File: config.mk
export PLATFORM = sky130hd
export DESIGN_NAME = dly_catch_fifo
export DESIGN_NICKNAME = d
export VERILOG_FILES = /design/src/rtl/dly_catch_fifo.sv
export SDC_FILE = /design/constraint.sdc
export NUM_CORES = 1
export LEC_CHECK = 0
export ABC_CLOCK_PERIOD_IN_PS = 2150
export BUFFER_PORTS_ARGS = -buffer_cell sky130_fd_sc_hd__buf_2
export CAP_MARGIN = 40
export CORE_UTILIZATION = 49
export CTS_BUF_LIST = sky130_fd_sc_hd__clkbuf_4 sky130_fd_sc_hd__clkbuf_8 sky130_fd_sc_hd__clkbuf_16
export CTS_CLUSTER_SIZE = 30
export DETAILED_ROUTE_END_ITERATION = 16
export PLACE_DENSITY = 0.8
export SLEW_MARGIN = 20
export SYNTH_ARGS = -nofsm -noshare
export SYNTH_HDL_FRONTEND = slang
export SYNTH_SLANG_ARGS = --single-unit
File: constraint.sdc
create_clock -name clk -period 2.15 [get_ports clk]
set_input_delay 0.215 -clock clk [delete_from_list [all_inputs] [get_ports clk]]
set_output_delay 0.215 -clock clk [all_outputs]
set_load 0.02 [all_outputs]
File: src/rtl/dly_catch_fifo.sv
// ---------------------------------------------------------------------------
// dly_catch_fifo
//
// Catch buffer for the output of a fixed-latency delay line (delay1..delay5).
// The delay line has a clock enable and no back-pressure. When the consumer
// stalls, the items already in flight have to land somewhere, and this buffer
// holds them. issue_ok throttles the upstream issuer so that those in-flight
// items always fit.
//
// The output side is a first-word-fall-through FIFO with a valid/ready
// handshake. The head entry is visible on o as soon as it is stored.
//
// Parameters
//   WID    data width in bits (ports use the [WID:1] form)
//   DEPTH  number of entries; must be a power of 2 and >= LAT+2
//   LAT    register stages between the issue point and port i
//
// Ports
//   clk       clock; all state updates on the rising edge
//   rst       synchronous reset, active-high; has priority over ce
//   ce        clock enable shared with the delay line
//   i_vld     item present on i (valid bit carried through the delay line)
//   i         data from the delay line output
//   issue_ok  upstream may issue a new item this cycle
//   o_vld     head entry valid
//   o_rdy     consumer accepts the head entry
//   o         head entry data; 0 when o_vld is low
//   count     current occupancy, 0..DEPTH
//   ovf       sticky overflow flag; cleared only by rst
// ---------------------------------------------------------------------------
module dly_catch_fifo #(
    parameter int WID   = 1,
    parameter int DEPTH = 8,
    parameter int LAT   = 5
) (
    input  logic                       clk,
    input  logic                       rst,
    input  logic                       ce,
    input  logic                       i_vld,
    input  logic [WID:1]               i,
    output logic                       issue_ok,
    output logic                       o_vld,
    input  logic                       o_rdy,
    output logic [WID:1]               o,
    output logic [$clog2(DEPTH+1)-1:0] count,
    output logic                       ovf
);

    localparam int CW = $clog2(DEPTH + 1);  // occupancy width, holds 0..DEPTH
    localparam int PW = $clog2(DEPTH);      // pointer width, wraps modulo DEPTH

    localparam logic [CW-1:0] DEPTH_C     = CW'(DEPTH);
    // The issuer may launch while occupancy leaves room for LAT uncounted
    // in-flight items plus the new one.
    localparam logic [CW-1:0] ISSUE_LIMIT = CW'(DEPTH - LAT - 1);

    // -----------------------------------------------------------------------
    // Parameter checks at elaboration time
    // -----------------------------------------------------------------------
    generate
        if (DEPTH < 2 || (DEPTH & (DEPTH - 1)) != 0) begin : g_depth_pow2
            $error("dly_catch_fifo: DEPTH must be a power of 2");
        end
        if (DEPTH < LAT + 2) begin : g_depth_lat
            $error("dly_catch_fifo: DEPTH must be >= LAT+2");
        end
    endgenerate

    // -----------------------------------------------------------------------
    // Storage and state
    // -----------------------------------------------------------------------
    logic [WID:1]  mem [DEPTH];
    logic [PW-1:0] wr_ptr;
    logic [PW-1:0] rd_ptr;

    logic          full;
    logic          wr;
    logic          rd;
    logic          drop;
    logic [CW-1:0] count_nxt;

    // -----------------------------------------------------------------------
    // Handshake decode and next occupancy
    // -----------------------------------------------------------------------
    // NOTE: every signal driven here gets a default before any branch, so no
    // path leaves a value unassigned and no latch is inferred.
    always_comb begin
        full      = (count == DEPTH_C);
        o_vld     = (count != '0);
        rd        = ce & o_vld & o_rdy;
        // A full buffer can still take a write when the head leaves on the
        // same edge, so occupancy stays at DEPTH.
        wr        = ce & i_vld & (~full | rd);
        drop      = ce & i_vld & full & ~rd;
        count_nxt = count;
        if (wr && !rd) begin
            count_nxt = count + CW'(1);
        end else if (rd && !wr) begin
            count_nxt = count - CW'(1);
        end
    end

    // -----------------------------------------------------------------------
    // Pointer, occupancy and flag registers
    // -----------------------------------------------------------------------
    // NOTE: sequential state uses non-blocking assignments so every register
    // samples the pre-edge values, regardless of statement order.
    always_ff @(posedge clk) begin
        if (rst) begin
            wr_ptr <= '0;
            rd_ptr <= '0;
            count  <= '0;
            ovf    <= 1'b0;
        end else begin
            // With ce low, wr, rd and drop are all 0, so everything holds.
            if (wr) begin
                wr_ptr <= wr_ptr + PW'(1);
            end
            if (rd) begin
                rd_ptr <= rd_ptr + PW'(1);
            end
            count <= count_nxt;
            if (drop) begin
                ovf <= 1'b1;
            end
        end
    end

    // -----------------------------------------------------------------------
    // Entry storage
    // -----------------------------------------------------------------------
    // NOTE: the array has no reset. Stale contents are never observable because
    // o is masked by o_vld, and leaving it unreset lets it map onto plain RAM.
    always_ff @(posedge clk) begin
        if (wr) begin
            mem[wr_ptr] <= i;
        end
    end

    // -----------------------------------------------------------------------
    // Outputs
    // -----------------------------------------------------------------------
    // Fall-through read: the head entry is visible as soon as it is stored.
    assign o        = o_vld ? mem[rd_ptr] : '0;
    assign issue_ok = (count <= ISSUE_LIMIT);

endmodule
==> flow_metrics.py, run 1 <==
metrics = {
    "detailed_routing": {
        "wl_um": 1890,
        "wl_met1_um": 860,
        "viasPerCell": 5.37,
        "top_layer": "met4",
        "initialDrtViolationCount": 27,
        "routedWlPerCell_um": 13.1,
        "ant_nets": 0,
        "dr_total_vias": 773,
        "wl_met2_um": 927,
        "drc": 0,
        "met3_length_um": 65,
        "dr.pass1.iters": 4,
    },
    "timing": {
        "clock_skew_ps": 4.14,
        "tightest_slew_ps": 370,
        "slew_violations": 0,
        "slew-limit-headroom": 0.751,
        "clock.fmax_mhz": 472,
        "hold_viol": 0,
        "setup_viol": 0,
        "rsz0062_at_grt": "yes",
        "fin_crit_ps": 2120,
        "hold_slack_ps": 157,
        "fin_crit_sh": 0.986,
    },
    "final_layout": {
        "fill_cells": 149,
        "finalNetCount": 130,
        "areaGrowthSynthToFinish_pct": 25.9,
        "n_antenna_cell": 0,
        "seqCellArea_um2": 531,
        "stdcell_area_um2": 1320,
        "drive_gt1_frac": 0.368,
        "multi_input_area_um2": 564,
    },
    "clock_network": {
        "numCtsBuffers": 3,
        "clk_latency_ps": 320,
        "cts_max_level": 1,
        "cts_tree": "built",
        "clkSinkCount": 22,
        "cts-root-buf": "clkbuf_4",
        "clkTransAtPathRegs_ps": 130,
        "cts_buffer_depth": 2,
    },
    "power": {
        "p_leak_nw": 0.517,
        "internal_power_mw": 1.12,
        "cellPowerDensity_nw_per_um2": 1380,
        "combPwrFrac": 0.492,
        "pwr-share-seq": 0.331,
        "p_clk_frac": 0.177,
        "total_power_mw": 1.82,
        "vdd_drop_max_v": 0.000988,
        "p_switching_mw": 0.695,
        "switching_share": 0.382,
    },
    "synthesis": {
        "synth_edf_count": 8,
        "postSynthCellCount": 93,
        "syn_avg_cell_area_um2": 11.3,
        "syn_nets": 105,
        "syn_area_um2": 1050,
        "synth-seq-cells": 22,
        "ys_warn_count": 0,
        "ys.flop_type": "dfxtp_1",
        "synthArstFlopShare": 0,
        "synth.distinct_cells": 32,
        "ys_seq_area_frac": 0.496,
    },
    "global_route": {
        "grt_pass1_vias": 687,
        "grt-ovfl-total": 0,
        "track_usage": 0.190,
        "antenna_found_initial": 0,
        "grt_max_degree": 15,
        "grt_pass1_wl_um": 2980,
    },
    "worst_setup_path": {
        "cp-end-kind": "flip-flop",
        "crit_type": "reg -> reg",
        "required_ps": 2360,
        "cp-start-kind": "flip-flop",
        "arrival_ps": 2330,
        "crit_fanout": 3,
    },
    "min_path": {
        "hold_path_class": "in -> reg",
    },
    "floorplan": {
        "die_x_um": 48.3,
        "fp.dieH_um": 48.3,
        "initial_utilization": 0.530,
        "ios": 14,
        "core_area_um2": 1980,
        "row_count": 16,
        "die_area_um2": 2330,
    },
    "placement": {
        "io_buffers": 13,
        "dpl_cell_area_um2": 1230,
        "dp_hpwl_um": 1420,
        "gp_congestion": 0.779,
    },
    "outcome": {
        "outcome": "complete, no violations",
    },
    "job": {
        "cap_violations": 0,
    },
}
-- critical path: stages, from the launching register on --
cell and delay [ps]:
dfxtp_4 390, nor4_4 310, inv_2 90, nand3_4 90, ha_4 140, inv_2 50
ha_4 290, nand3_2 90, a211oi_2 180, a31oi_1 70, mux2_1 310
-- power groups by stage --
| stage | Clock, mW | Sequential (mW) | Combinational, mW |
|---|---|---|---|
| floorplan | 0 | 0.664 | 0.492 |
| global placement | 0 | 0.606 | 0.776 |
| detailed placement | 0 | 0.611 | 0.797 |
| CTS | 0.324 | 0.602 | 0.799 |
| global route | 0.339 | 0.612 | 0.970 |
| finish | 0.323 | 0.603 | 0.895 |
-- layer usage --
layer  vias up  GRT usage
met1       366      0.243
met2        19      0.299
li1        384          -
met4         0      0.111
met5         -          0
met3         4     0.0370
-- cells by family (layout without fill, tap and decap cells) --
family / Yosys count / after routing / share of synthesized area
DFF: 22 / 22 / 0.496
xor gates and xnor gates: 4 / 4 / 0.0334
and+or+nand+nor: 39 / 39 / 0.199
muxes: 7 / 7 / 0.0918
buffers and inverters: 4 / 28 / 0.0143
adders and majority gates: 6 / 6 / 0.0787
AOI/OAI and AO/OA: 11 / 11 / 0.0870
-- path summary, 6_finish.rpt --
check | from | endpoint | slack [ps] | cells after the start
setup / recovery | count[0]$_SDFFE_PP0P_ | count[3]$_SDFFE_PP0P_ | 30 | 10
setup reg to reg | count[0]$_SDFFE_PP0P_ | count[3]$_SDFFE_PP0P_ | 30 | 10
hold reg to reg | rd_ptr[0]$_SDFFE_PP0N_ | flip-flop | 510 | 2
hold / removal | i | mem[7]$_DFFE_PP_ | 160 | 1
-- cell usage in the layout, fill, tap and decap left out, drive strengths merged, types with 2 or more instances in the layout --
cell and count:
clkbuf 3, edfxtp 8, xnor2 3, a21oi 5, inv 2, nand3 4
ha 5, a31oi 2, nor2 18, nor4 3, mux4 2, mux2i 4
dfxtp 14, nand2 5, nand2b 2, buf 22, a211oi 2, nor3 3
-- final cells by class --
cell class,count,share of cell area
tap,27,0.0256
clock buffer,3,0.0170
inverter,2,0.00568
clock inverter,1,0.0227
timing repair buffer,22,0.100
multi-input combinational,67,0.427
sequential,22,0.402
-- cells in the mapped netlist (all sizes together) (2+ instances only) --
library cell   n  area, um2
nand2b         2       12.5
clkbuf         2       7.51
edfxtp         8        240
inv            2       7.50
mux4           2       45.0
nor2          18       67.6
xnor2          3       26.3
ha             5       62.6
mux2i          4       40.0
a21oi          5       25.0
nor4           3       33.8
a31oi          2       27.5
dfxtp         14        280
nand2          5       18.8
nand3          4       30.0
a211oi         2       20.0
nor3           3       20.0
-- per-stage QoR --
stage / std cells / util / TNS (ps) / setup WS (ps)
floorplan: 93 / - / -25.0 / -25.0
global placement: 137 / 0.622 / 0 / 62.6
detailed placement: 137 / 0.622 / 0 / 23.7
CTS: 141 / 0.648 / 0 / 7.46
global route: 144 / 0.667 / -56.9 / -56.3
finish: 144 / 0.667 / 0 / 31.0
-- what timing repair did --
item                                   4_1_cts  5_1_grt
hold buffers                                 0        0
buffers inserted                             0        3
resized for setup                            0        2
endpoints found under the hold margin        0        0
setup endpoints to repair                    0        2
Power figures use the tool's default switching activity.
==> run 2, diff against run 1 <==
--- a/config.mk
+++ b/config.mk
@@ -5,14 +5,15 @@
 export SDC_FILE = /design/constraint.sdc
 export NUM_CORES = 1
 export LEC_CHECK = 0
+export ABC_AREA = 1
 export ABC_CLOCK_PERIOD_IN_PS = 2150
 export BUFFER_PORTS_ARGS = -buffer_cell sky130_fd_sc_hd__buf_2
 export CAP_MARGIN = 40
-export CORE_UTILIZATION = 49
+export CORE_UTILIZATION = 50
 export CTS_BUF_LIST = sky130_fd_sc_hd__clkbuf_4 sky130_fd_sc_hd__clkbuf_8 sky130_fd_sc_hd__clkbuf_16
 export CTS_CLUSTER_SIZE = 30
 export DETAILED_ROUTE_END_ITERATION = 16
-export PLACE_DENSITY = 0.8
+export PLACE_DENSITY = 0.81
 export SLEW_MARGIN = 20
 export SYNTH_ARGS = -nofsm -noshare
 export SYNTH_HDL_FRONTEND = slang
==> run 2 against run 1 <==
Count of clock-buffer cells in the layout is the same; global-route usage shrank 0.85 points; sequential power shrank 12%; sequential share of layout area grew 0.86 points; clock skew grew 2.2 ps; total power shrank 27%; synthesized cell count grew 41%; critical endpoint unchanged; flip-flop and latch count is the same; first-iteration DRC count shrank 11%.
==> flow_metrics.py, run 2 <==
metrics = {
    "outcome": {
        "outcome": "complete, no violations",
    },
    "floorplan": {
        "ios": 14,
        "fp.dieH_um": 48.6,
        "die_x_um": 48.6,
        "row_count": 16,
        "initial_utilization": 0.543,
        "die_area_um2": 2360,
        "core_area_um2": 2000,
    },
    "clock_network": {
        "cts_tree": "built",
        "cts-root-buf": "clkbuf_4",
        "cts_buffer_depth": 2,
        "clkTransAtPathRegs_ps": 130,
        "cts_max_level": 1,
        "clkSinkCount": 22,
        "numCtsBuffers": 3,
        "ctsHoldBuffers": 0,
        "clk_latency_ps": 310,
    },
    "timing": {
        "fin_crit_sh": 0.921,
        "hold_viol": 0,
        "clock_skew_ps": 6.34,
        "fin_crit_ps": 1980,
        "tightest_slew_ps": 299,
        "slew_violations": 0,
        "rsz0062_at_grt": "no",
        "fin_ws_ps": 170,
        "slew-limit-headroom": 0.801,
        "tns_ps": 0,
        "clock.fmax_mhz": 505,
        "hold_slack_ps": 96.3,
        "setup_viol": 0,
    },
    "detailed_routing": {
        "initialDrtViolationCount": 24,
        "dr_total_vias": 896,
        "ant_nets": 0,
        "dr.pass1.iters": 4,
        "viasPerCell": 4.98,
        "routedWlPerCell_um": 10.9,
        "wl_um": 1960,
        "drc": 0,
    },
    "synthesis": {
        "synthTopCellsByArea": "dfxtp_1 26%, edfxtp_1 22%, nor2_1 11%",
        "synth_largest_area_cell": "dfxtp_1",
        "synth_common_cells": "31 x nor2_1, 23 x nand2_1, 16 x inv_1",
        "syn_nets": 143,
        "postSynthCellCount": 131,
        "synth-seq-cells": 22,
        "synth.distinct_cells": 24,
        "ys_warn_count": 0,
        "synth_top_area_frac": 0.258,
        "ys.flop_type": "dfxtp_1",
        "syn_avg_cell_area_um2": 8.29,
        "yosysMostFrequentCell": "nor2_1",
        "synth_edf_count": 8,
        "syn_area_um2": 1090,
        "ys_seq_area_frac": 0.479,
        "synthArstFlopShare": 0,
    },
    "placement": {
        "io_buffers": 13,
        "gp_congestion": 0.770,
        "preCtsSetupSlack_ps": 36.6,
        "dp_hpwl_um": 1510,
    },
    "global_route": {
        "antenna_found_initial": 0,
        "grt_pass1_vias": 820,
        "grt-ovfl-total": 0,
        "track_usage": 0.182,
        "grt_pass1_wl_um": 3300,
        "grt_max_degree": 14,
    },
    "final_layout": {
        "fill_cells": 179,
        "mostFrequentLayoutCell": "nor2_1",
        "final_cell_mix": "31 x nor2_1, 23 x nand2_1, 15 x inv_1",
        "areaGrowthSynthToFinish_pct": 18.5,
        "finalNetCount": 166,
        "drive_gt1_frac": 0.248,
        "n_antenna_cell": 0,
        "fin_util": 0.643,
    },
    "worst_setup_path": {
        "crit_fanout": 4,
        "cp-end-kind": "flip-flop",
        "cp-start-kind": "flip-flop",
        "crit_type": "reg -> reg",
        "arrival_ps": 2230,
        "required_ps": 2400,
    },
    "min_path": {
        "hold_path_class": "in -> reg",
    },
    "power": {
        "p_leak_nw": 0.587,
        "cellPowerDensity_nw_per_um2": 1030,
        "vdd_drop_max_v": 0.000678,
    },
    "job": {
        "cap_violations": 0,
    },
}
==> run 2: changes by cell type after synthesis, sizes merged, moves of 2 or more <==
cell	before	now
nor2	18	33
mux4	2	0
a31oi	2	0
xnor2	3	0
or2	0	2
nand2b	2	0
nand2	5	26
inv	2	17
nor3	3	1
o21ai	0	10
nor4	3	0
mux2i	4	0
a211oi	2	0
clkbuf	2	0
==> run 2: timing repair <==
| action | CTS | global route |
|---|---|---|
| setup buffers | 0 | 3 |
| setup endpoints to repair | 0 | 1 |
| endpoints found under the hold margin | 0 | 0 |
| gates resized for setup | 0 | 6 |
==> run 2: metal layers <==
layer / track usage / routed length (um)
met1: 0.230 / 910
met2: 0.301 / 944
met3: 0.0377 / 85
met4: 0.0735 / 14
met5: 0 / 0
==> run 2: worst paths after layout <==
check	start	endpoint	slack, ps	cells past startpoint
setup / recovery	count[0]$_SDFFE_PP0P_	count[3]$_SDFFE_PP0P_	170	13
hold reg to reg	ovf$_SDFFE_PP0P_	ovf$_SDFFE_PP0P_	490	2
setup reg to reg	count[0]$_SDFFE_PP0P_	count[3]$_SDFFE_PP0P_	170	13
hold / removal	rst	count[3]$_SDFFE_PP0P_	100	2
==> run 2: per-stage QoR <==
stage	area, um2	total power, mW	std cells
global route	1290	1.42	180
global placement	1200	0.974	173
finish	1290	1.33	180
detailed placement	1200	0.994	173
CTS	1250	1.31	177
floorplan	1090	0.863	131
==> run 2: cells by family (layout without fill, tap and decap cells) <==
kind of cell               after synthesis  in the layout  share of synthesized area
AOI/OAI and AO/OA                       17             17                     0.0841
xor gates and xnor gates                 2              2                     0.0161
adders and majority gates                6              6                     0.0760
buffers and inverters                   17             39                     0.0588
DFF                                     22             22                      0.479
and+or+nand+nor                         67             67                      0.286
==> run 2: final cells by class <==
cell class / instances / area, um2 / share of cell area
inverters: 17 / 63.8 / 0.0496
well taps: 27 / 33.8 / 0.0262
multi-input cells: 92 / 507 / 0.394
flip-flops and latches: 22 / 528 / 0.410
clock inverters: 1 / 30.0 / 0.0233
clock buffers: 3 / 22.5 / 0.0175
repair buffers: 18 / 103 / 0.0797
==> run 2: power breakdown <==
| part | internal [mW] | switching, mW |
|---|---|---|
| logic | 0.187 | 0.294 |
| registers | 0.481 | 0.0511 |
| clock network | 0.188 | 0.127 |
| total | 0.856 | 0.471 |
==> run 2: worst max-delay path, stage by stage, from the launching register on <==
cell,delay (ps)
dfxtp_4,380
nor2_4,130
nand4_4,120
nand2_4,90
inv_2,60
ha_1,220
inv_2,70
ha_1,230
or2_2,310
nand2_1,70
nand2_1,50
nand2_1,50
nand2_1,40
a21oi_1,100
